## config.mk

```make
export PLATFORM = sky130hd
export DESIGN_NAME = duty_ramp
export DESIGN_NICKNAME = d
export VERILOG_FILES = /design/src/rtl/duty_ramp.sv
export SDC_FILE = /design/constraint.sdc
export NUM_CORES = 1
export LEC_CHECK = 0
export BUFFER_PORTS_ARGS = -buffer_cell sky130_fd_sc_hd__buf_2
export CORE_MARGIN = 8
export CORE_UTILIZATION = 35
export DETAILED_ROUTE_END_ITERATION = 7
export SLEW_MARGIN = 30
export SYNTH_ARGS = -nofsm -noshare
export SYNTH_HDL_FRONTEND = slang
export SYNTH_SLANG_ARGS = --single-unit
```

## constraint.sdc

```tcl
create_clock -name clk -period 6.06 [get_ports clk]
set_input_delay 0.303 -clock clk [delete_from_list [all_inputs] [get_ports clk]]
set_output_delay 0.303 -clock clk [all_outputs]
set_load 0.1 [all_outputs]
```

## src/rtl/duty_ramp.sv

```systemverilog
// rtl/duty_ramp.sv - slew-limited duty-cycle source feeding the PWM duty input
module duty_ramp #(
  parameter int WIDTH            = 8,
  parameter int STEP             = 1,
  parameter int PERIODS_PER_STEP = 4
) (
  input  logic             clk,
  input  logic             reset,
  input  logic [WIDTH-1:0] target,
  input  logic             target_valid,
  output logic             target_ready,
  input  logic             period_start,
  input  logic             kill,
  output logic [WIDTH-1:0] dc,
  output logic             busy,
  output logic             done
);

  localparam logic [1:0] IDLE = 2'd0;
  localparam logic [1:0] UP   = 2'd1;
  localparam logic [1:0] DOWN = 2'd2;

  localparam int              PW        = (PERIODS_PER_STEP > 1) ? $clog2(PERIODS_PER_STEP) : 1;
  localparam logic [PW-1:0]    PCNT_LAST = PW'(PERIODS_PER_STEP - 1);
  localparam logic [WIDTH-1:0] STEP_W    = WIDTH'(STEP);

  logic [WIDTH-1:0] tgt_reg;
  logic [1:0]       state;
  logic [PW-1:0]    pcnt;

  logic             accept;
  logic             step;
  logic [WIDTH-1:0] diff;
  logic [WIDTH-1:0] delta;
  logic [WIDTH-1:0] dc_next;
  logic [WIDTH-1:0] tgt_next;
  logic [1:0]       state_next;
  logic [PW-1:0]    pcnt_next;
  logic             done_next;

  assign target_ready = !kill && !reset;
  assign busy         = (state != IDLE);

  always_comb begin
    accept   = target_valid && target_ready;
    step     = period_start && (state != IDLE) && (pcnt == PCNT_LAST);
    diff     = (state == DOWN) ? (dc - tgt_reg) : (tgt_reg - dc);
    // Clamping to the remaining distance keeps the add/subtract from ever wrapping.
    delta    = (diff < STEP_W) ? diff : STEP_W;
    dc_next  = dc;
    if (step && state == UP)
      dc_next = dc + delta;
    else if (step && state == DOWN)
      dc_next = dc - delta;

    // A target accepted alongside a step only takes effect after that step.
    tgt_next = accept ? target : tgt_reg;

    if (dc_next == tgt_next)
      state_next = IDLE;
    else if (dc_next < tgt_next)
      state_next = UP;
    else
      state_next = DOWN;

    if (state_next == IDLE || step)
      pcnt_next = '0;
    else if (period_start && state != IDLE)
      pcnt_next = pcnt + PW'(1);
    else
      pcnt_next = pcnt;

    done_next = step && (dc_next == tgt_next);
  end

  always_ff @(posedge clk or posedge reset) begin
    if (reset) begin
      dc      <= '0;
      tgt_reg <= '0;
      pcnt    <= '0;
      state   <= IDLE;
      done    <= 1'b0;
    end else if (kill) begin
      dc      <= '0;
      tgt_reg <= '0;
      pcnt    <= '0;
      state   <= IDLE;
      done    <= 1'b0;
    end else begin
      dc      <= dc_next;
      tgt_reg <= tgt_next;
      pcnt    <= pcnt_next;
      state   <= state_next;
      done    <= done_next;
    end
  end

endmodule

```

== Yosys cells after proc, flatten, opt, wreduce, memory -nomap -nowiden ==
Cells that the tools add are included.

* Output and inout port bits: 11
* Bits in registers: 21
* Input bits: 13

* Equality and inequality tests: 4
* Add/subtract/negate cells: 5
* Mux-type cells: 14
* Reduce and logical (&&, ||, !) cells: 13
* Order comparisons: 2

{| class="wikitable"
|+ Operators with widths
! kind !! count
|-
| $mux 8 || 7
|-
| $sub 8x8->8 || 3
|-
| $mux 2 || 6
|-
| $add 8x8->8 || 1
|-
| $eq 8x8->1 || 1
|-
| $lt 8x1->1 const B || 1
|-
| $lt 8x8->1 || 1
|-
| $logic_and 1x1->1 || 7
|-
| $eq 2x2->1 const B || 2
|-
| $reduce_bool 3->1 || 1
|-
| $add 2x1->2 const B || 1
|-
| $eq 2x1->1 const B || 1
|-
| $logic_not 1->1 || 2
|-
| $logic_not 2->1 || 1
|-
| $reduce_bool 2->1 || 1
|-
| $logic_or 1x1->1 || 1
|-
| $mux 1 || 1
|}

== Longest topological paths before layout ==
Gate-level depths: netlist (run 1).

* Depth in word-level cells: 14
* Mapped depth: 23
* Depth with buffers taken out: 23

== Least setup slack after synthesis (run 1) ==
OpenSTA, ideal clock, no wires.

* Path kind: reg2reg
* Start: register dc[1]
* End: register state[1]
* Stages on the path, launching flop included: 22
* Setup slack: 1.019 ns
* Buffers on the path: 0
* Data arrival time: 4.913 ns
* Period minus slack after synthesis: 5.041 ns
* Setup time: 0.129 ns
* Path through: dfrtp_1 > inv_1 > fa_1 > a21o_1 > a211oi_1 > a21oi_1 > or2_2 > a21oi_1 > o2111ai_1 > ha_1 > nand2b_1 > a21oi_1 > o31ai_1 > a21oi_1 > o21ai_0 > nand4_1 > ha_1 > a21o_1 > a21o_1 > a21oi_1 > o21ai_0 > nor2b_1

* Cells in the longest elaborated chain, start to end: 11
* Elaborated cells on any way between the ends: 14
* Classes of those cells: add/sub: 4; order compare: 2; eq/ne: 1; mux: 7

{| class="wikitable"
|+ Ends and longest elaborated chain
! item !! line !! text
|-
| start, declared || 14 || <nowiki>output logic [WIDTH-1:0] dc,</nowiki>
|-
| start signal, assigned || 90 || <nowiki>dc <= dc_next;</nowiki>
|-
| $sub 8x8->8 || 47 || <nowiki>diff = (state == DOWN) ? (dc - tgt_reg) : (tgt_reg - dc);</nowiki>
|-
| $mux 8 || 47 ||
|-
| $lt 8x1->1 || 49 || <nowiki>delta = (diff < STEP_W) ? diff : STEP_W;</nowiki>
|-
| $mux 8 || 49 ||
|-
| $sub 8x8->8 || 54 || <nowiki>dc_next = dc - delta;</nowiki>
|-
| $mux 8 || 53 || <nowiki>else if (step && state == DOWN)</nowiki>
|-
| $mux 8 * || 51 || <nowiki>if (step && state == UP)</nowiki>
|-
| $lt 8x8->1 || 61 || <nowiki>else if (dc_next < tgt_next)</nowiki>
|-
| $mux 2 || 61 ||
|-
| $mux 2 * || 59 || <nowiki>if (dc_next == tgt_next)</nowiki>
|-
| $mux 2 * || 83 || <nowiki>end else if (kill) begin</nowiki>
|-
| end signal, assigned || 93 || <nowiki>state <= state_next;</nowiki>
|-
| end, declared || 28 || <nowiki>logic [1:0] state;</nowiki>
|}

Mark *: on every way between the ends. The rest lies on a longest branch, timed or not.
A chain may end at the register's enable or synchronous reset.

== Worst setup path after layout (run 1) ==
Ends and elaborated chain as after synthesis.

==> impl_metrics.csv, run 1 <==
group,metric,value,unit
finish,nets,387,
global_routing,grt_pass1_wl,10.49,mm
placed_design,dp_hpwl,5.094,mm
worst_setup_path,path_buf_inv,1,
clock_network,cts.clk_slew.worst_paths,80,ps
global_routing,grt_overflow,0,
global_routing,grt_usage,0.1301,
timing,fin_skew,3.930,ps
worst_setup_path,critPathMaxFanout,9,
pwr,power.density,170.1,nW/µm²
timing,layout_setup_ws,868.3,ps
route,drt_iter0_markers,191,
timing,max_freq,192.6,MHz
worst_setup_path,r2r_start,"dc[1]$_DFF_PP0_",
floorplanning,start_util,0.3568,
route,drt-wirelength-per-cell,15.43,µm
status,outcome,"completed",
yosys,syn-mean-instance-area,7.964,µm²
worst_setup_path,crit_type,"reg -> reg",
clock_network,cts.path.max_buffers,2,
timing,worst_pin_slew,880.2,ps
worst_setup_path,crit_path_max_incr_delay,590,ps
yosys,syn_inst,301,
route,dr.pass1.iters,5,
route,viasPerCell,5.263,
yosys,synth-seq-cells,21,
worst_setup_path,worst_ep_arrival_time,5330,ps
placed_design,globalplace.congestion,0.9944,
global_routing,antenna_found_initial,0,
worst_setup_path,reg2reg_to,"state[1]$_DFF_PP0_",
clock_network,cts_buffers,3,
worst_setup_path,crit_path_end_kind,"flop",
floorplanning,row_count,30,
timing,post-route-period-util,0.8567,
route,vias,2158,
yosys,synth_warnings,0,
worst_setup_path,path_cells,"inv_1 > fa_1 > a21o_1 > a211oi_1 > a21oi_1 > or2_2 > a21oi_1 > o2111ai_1 > ha_1 > nand2b_1 > a21oi_1 > o31ai_1 > a21oi_1 > o21ai_0 > nand4_1 > ha_1 > a21o_1 > a21o_1 > a21oi_1 > o21ai_0 > nor2b_1",
clock_network,ctsRootBufferMaster,"clkbuf_8",
clock_network,hold_buffers,0,
yosys,synth-edff-count,0,
timing,fin_setup_tns,0,ps
floorplanning,core,6719,µm²
global_routing,grt_pass1_vias,2168,
finish,layout_commonest_cell,"ha_1",
worst_setup_path,r2r_cells,21,
yosys,synth.largest_area_cell,"dfrtp_1",
pwr,leakage,0.001278,µW
timing,fin_crit,5192,ps
finish,area_growth,10.86,%
clock_network,cts_tree,"done",
timing,setup_viol,0,
yosys,netlist.area_leader.share,0.2192,
worst_setup_path,start_kind,"flop",
timing,rsz0062_at_grt,"false",
worst_setup_path,path_delay_family,"compound AO/OA/AOI/OAI gates",
clock_network,clk_latency,260,ps
timing,slew_viol_final,0,
yosys,synthesis.area,2397,µm²
finish,layout_common_cells,"ha_1 (39), nor2_1 (34), inv_1 (28), a21oi_1 (28), buf_2 (23)",
floorplanning,fp.dieArea,9754,µm²
yosys,ys_seq_area_frac,0.2192,
timing,hold_viol,0,
finish,diodes,0,
route,drt_wl_total,6.328,mm
clock_network,h-tree-depth,1,
worst_hold_path,hold_class,"in -> async",
run,max_cap_viol_count,0,
yosys,synth_flop_cell,"dfrtp_1",
floorplanning,die_w,98.76,µm
clock_network,clock_sinks,21,
clock_network,cts_setup_buffers,0,
yosys,synthTopCellsByArea,"dfrtp_1 (22%), ha_1 (20%), a21oi_1 (5.8%), nor2_1 (5.3%), inv_1 (4.5%)",
worst_setup_path,cpMaxStageDelayCell,"dfrtp_1",
worst_setup_path,worst-r2r-setup-slack,870,ps
yosys,async_flop_share,1.000,
floorplanning,pin_count,24,
worst_setup_path,crit_required,6200,ps
placed_design,post-place-ws,877.9,ps
yosys,yosysUniqueCellTypes,52,
timing,max-slew-margin-rel,0.4120,
global_routing,grt_max_degree,22,
clock_network,cts_resized,0,
route,postRouteAntennaNets,0,
floorplanning,die_h,98.76,µm
placed_design,port_buffers,23,
route,route.detailed.drc,0,
finish,n_fill_cell,687,
pwr,max-vdd-ir-drop,0.1243,mV
worst_setup_path,crit_top_cell,"a21oi_1",
finish,drive_gt1_frac,0.09697,
## cell type report
class / count / area (µm²) / share of cell area
well taps: 80 / 100.1 / 0.03766
multi-input cells: 253 / 1763 / 0.6634
inverters: 29 / 108.9 / 0.04096
flip-flops and latches: 21 / 525.5 / 0.1977
repair buffers: 23 / 115.1 / 0.04331
clock buffers: 4 / 45.04 / 0.01695
## layer usage
metal	track usage	vias up	wire length [µm]
li1	-	1106	-
met1	0.1691	1004	3046
met2	0.2183	44	3019
met3	0.01832	4	232
met4	0.03424	0	29
met5	0	-	0
## how the worst max path moves through the flow
stage	from	endpoint	slack [ps]	depth (start not counted)
after floorplan	dc[1]$_DFF_PP0_	state[1]$_DFF_PP0_	1020	21
after global placement	dc[1]$_DFF_PP0_	state[1]$_DFF_PP0_	880	21
after detailed placement	dc[1]$_DFF_PP0_	state[1]$_DFF_PP0_	880	21
after CTS	dc[1]$_DFF_PP0_	state[1]$_DFF_PP0_	850	21
after global routing	dc[1]$_DFF_PP0_	state[1]$_DFF_PP0_	450	21
final	dc[1]$_DFF_PP0_	state[1]$_DFF_PP0_	870	21
## Yosys cell counts, drive strengths merged (2+ instances only)
| library cell | number |
|---|---|
| ha | 39 |
| nor2 | 34 |
| inv | 29 |
| a21oi | 28 |
| dfrtp | 21 |
| nand2 | 16 |
| o21ai | 15 |
| nor2b | 12 |
| a21o | 10 |
| clkbuf | 8 |
| nand3 | 8 |
| nor3 | 8 |
| o211ai | 8 |
| nand2b | 7 |
| nand4 | 5 |
| fa | 4 |
| mux2i | 4 |
| a211oi | 3 |
| a31oi | 3 |
| o22ai | 3 |
| o31ai | 3 |
| a22oi | 2 |
| buf | 2 |
| conb | 2 |
| nor4 | 2 |
| o211a | 2 |
| or2 | 2 |
| or3 | 2 |
| xor2 | 2 |
## through the flow
| step | hold slack [ps] | std cells | total power (µW) | instance area, µm² | utilization |
|---|---|---|---|---|---|
| global route | 144.1 | 410 | 487.9 | 2658 | 0.3955 |
| global placement | 508.5 | 406 | 361.1 | 2613 | 0.3888 |
| floorplan | 279.5 | 313 | 320.6 | 2442 | - |
| finish | 95.72 | 410 | 452.1 | 2658 | 0.3955 |
| detailed placement | 514.2 | 406 | 362.6 | 2613 | 0.3888 |
| CTS | 235.2 | 410 | 458.2 | 2658 | 0.3955 |
## kinds of logic (layout without fill, tap and decap cells)
| family | after synthesis | count (layout) | synth area share |
|---|---|---|---|
| AO/OA/AOI/OAI | 87 | 87 | 0.2359 |
| XOR/XNOR | 3 | 3 | 0.01096 |
| adder cells (fa/ha/maj) | 43 | 43 | 0.2370 |
| buffers and inverters | 39 | 56 | 0.06419 |
| flip-flops | 21 | 21 | 0.2192 |
| multiplexers | 5 | 5 | 0.02140 |
| other | 2 | 14 | 0.003133 |
| AND/OR/NAND/NOR | 101 | 101 | 0.2083 |
## power breakdown
group	switching [µW]	internal [µW]
Sequential	9.67	147
Combinational	135	68.7
Clock	44.1	46.8
(Power assumes the default switching activity.)
==> inputs of run 2 (changes only) <==
--- a/config.mk
+++ b/config.mk
@@ -7,7 +7,7 @@
 export LEC_CHECK = 0
 export BUFFER_PORTS_ARGS = -buffer_cell sky130_fd_sc_hd__buf_2
 export CORE_MARGIN = 8
-export CORE_UTILIZATION = 35
+export CORE_UTILIZATION = 40
 export DETAILED_ROUTE_END_ITERATION = 7
 export SLEW_MARGIN = 30
 export SYNTH_ARGS = -nofsm -noshare
==> run 2 against run 1 <==
Effect of this change: global-route usage up 1.2 points; cell count down 1.2%; via count up 1.2%; sequential share of layout area about the same; design area about the same; worst setup slack better by 130 ps; count of clock-buffer cells in the layout down 1; wire length down 5.2%; non-clock buffer count unchanged; hold slack better by 100 ps; clock skew down 1.4 ps; critical path depth unchanged; critical path type unchanged; largest cell class unchanged.
==> impl_metrics.csv, run 2 (synthesized netlist as in run 1, its figures left out) <==
group,metric,value,unit
status,outcome,"completed",
finish,fin_cells,405,
clock_network,cts.clk_slew.worst_paths,90,ps
worst_setup_path,crit_path_end_kind,"flop",
route,viasPerCell,5.393,
global_routing,grt_overflow,0,
clock_network,clk_latency,270,ps
route,drt-wirelength-per-cell,14.82,µm
global_routing,grt_pass1_vias,2117,
finish,diodes,0,
timing,rsz0062_at_grt,"false",
route,vias,2184,
worst_setup_path,crit_required,6210,ps
floorplanning,pin_count,24,
worst_setup_path,worst_ep_arrival_time,5210,ps
finish,layout_common_cells,"ha_1 (39), nor2_1 (34), inv_1 (29), a21oi_1 (28), buf_2 (23)",
worst_setup_path,reg2reg_to,"state[1]$_DFF_PP0_",
placed_design,place_inst,401,
route,route.detailed.drc,0,
clock_network,cts_resized,0,
floorplanning,die_w,93.42,µm
timing,fin_setup_tns,0,ps
pwr,leakage,0.001280,µW
worst_setup_path,crit_top_cell,"a21oi_1",
timing,slew_viol_final,0,
placed_design,dp_hpwl,4.775,mm
timing,setup_viol,0,
worst_setup_path,crit_path_max_incr_delay,590,ps
pwr,power.density,173.7,nW/µm²
timing,fin_crit,5061,ps
global_routing,antenna_found_initial,0,
timing,worst_pin_slew,885.8,ps
global_routing,grt_pass1_wl,10.14,mm
placed_design,dpl-instance-area,2606,µm²
finish,area_growth,10.75,%
worst_setup_path,worst-r2r-setup-slack,1000,ps
worst_setup_path,critPathMaxFanout,9,
floorplanning,fp.dieArea,8726,µm²
worst_setup_path,worst-path-stages,21,
run,max_cap_viol_count,0,
finish,drive_gt1_frac,0.1000,
timing,fin_skew,2.510,ps
worst_setup_path,cpMaxStageDelayCell,"dfrtp_1",
worst_setup_path,r2r_start,"dc[1]$_DFF_PP0_",
timing,hold_viol,0,
clock_network,ctsRootBufferMaster,"clkbuf_8",
timing,max_freq,197.6,MHz
route,postRouteAntennaNets,0,
global_routing,grt_usage,0.1422,
worst_setup_path,start_kind,"flop",
worst_setup_path,path_delay_family,"compound AO/OA/AOI/OAI gates",
clock_network,cts_buffers,3,
worst_setup_path,path_buf_inv,1,
clock_network,clock_sinks,21,
pwr,max-vdd-ir-drop,0.1703,mV
worst_setup_path,r2r_cells,21,
route,dr.pass1.iters,4,
finish,layout_commonest_cell,"ha_1",
clock_network,cts_setup_buffers,0,
floorplanning,die_h,93.42,µm
route,drt_iter0_markers,142,
finish,final_area,2655,µm²
placed_design,globalplace.congestion,0.9037,
worst_setup_path,path_cells,"inv_1 > fa_1 > a21o_1 > a211oi_1 > a21oi_1 > or2_2 > a21oi_1 > o2111ai_1 > ha_1 > nand2b_1 > a21oi_1 > o31ai_1 > a21oi_1 > o21ai_0 > nand4_1 > ha_1 > a21o_1 > a21o_1 > a21oi_1 > o21ai_0 > nor2b_1",
clock_network,cts.path.max_buffers,2,
placed_design,port_buffers,23,
worst_setup_path,crit_type,"reg -> reg",
floorplanning,start_util,0.4098,
route,drt_wl_total,6.001,mm
timing,max-slew-margin-rel,0.4083,
floorplanning,core,5851,µm²
clock_network,h-tree-depth,1,
clock_network,hold_buffers,0,
pwr,total_power,461.1,µW
global_routing,grt_max_degree,22,
floorplanning,row_count,28,
clock_network,cts_tree,"done",
worst_hold_path,hold_class,"in -> async",
finish,nets,387,
timing,post-route-period-util,0.8351,
## run 2: per-layer routing
layer / global-route usage / vias to the layer above / share of wire
met1: 0.1974 / 1001 / 0.49
met5: 0 / - / 0
met4: 0.01879 / 0 / 0.0065
met2: 0.2256 / 67 / 0.44
li1: - / 1110 / -
met3: 0.02804 / 6 / 0.063
## run 2: how the worst max path moves through the flow
| stage | slack [ps] | to | start |
|---|---|---|---|
| 3_3_place_gp | 940 | state[1]$_DFF_PP0_ | dc[1]$_DFF_PP0_ |
| 4_1_cts | 930 | state[1]$_DFF_PP0_ | dc[1]$_DFF_PP0_ |
| 5_1_grt | 500 | state[1]$_DFF_PP0_ | dc[1]$_DFF_PP0_ |
| 3_5_place_dp | 950 | state[1]$_DFF_PP0_ | dc[1]$_DFF_PP0_ |
| 6_report | 1000 | state[1]$_DFF_PP0_ | dc[1]$_DFF_PP0_ |
| 2_1_floorplan | 1020 | state[1]$_DFF_PP0_ | dc[1]$_DFF_PP0_ |
## run 2: stage by stage
stage / worst slack [ps] / util / hold WS [ps]
CTS: 930.6 / 0.4538 / 234.0
global placement: 940.8 / 0.4455 / 507.0
detailed placement: 946.9 / 0.4455 / 518.7
finish: 999.3 / 0.4538 / 196.9
floorplan: 1019 / - / 279.5
global route: 501.5 / 0.4538 / 278.8
## run 2: cell type report
type / instances / area [µm²]
Fill cell: 604 / 3196
Multi-Input combinational cell: 253 / 1763
Sequential cell: 21 / 525.5
Timing Repair Buffer: 23 / 115.1
Inverter: 29 / 108.9
Tap cell: 75 / 93.84
Clock buffer: 3 / 41.29
Clock inverter: 1 / 7.507
## run 2: power by group
group	internal [µW]	leakage (µW)	switching [µW]	total [µW]
registers	147	0.000289	10.0	157
clock network	46.6	0.0000217	53.1	99.7
logic	68.1	0.000969	136	204
total	262	0.00128	199	461
## run 2: worst register-to-register path, stage by stage, from the launching register on
cell	delay, ps
dfrtp_1	590
inv_1	210
fa_1	470
a21o_1	190
a211oi_1	230
a21oi_1	110
or2_2	340
a21oi_1	150
o2111ai_1	170
ha_1	280
nand2b_1	80
a21oi_1	100
o31ai_1	470
a21oi_1	130
o21ai_0	240
nand4_1	140
ha_1	330
a21o_1	180
a21o_1	170
a21oi_1	130
o21ai_0	110
nor2b_1	140
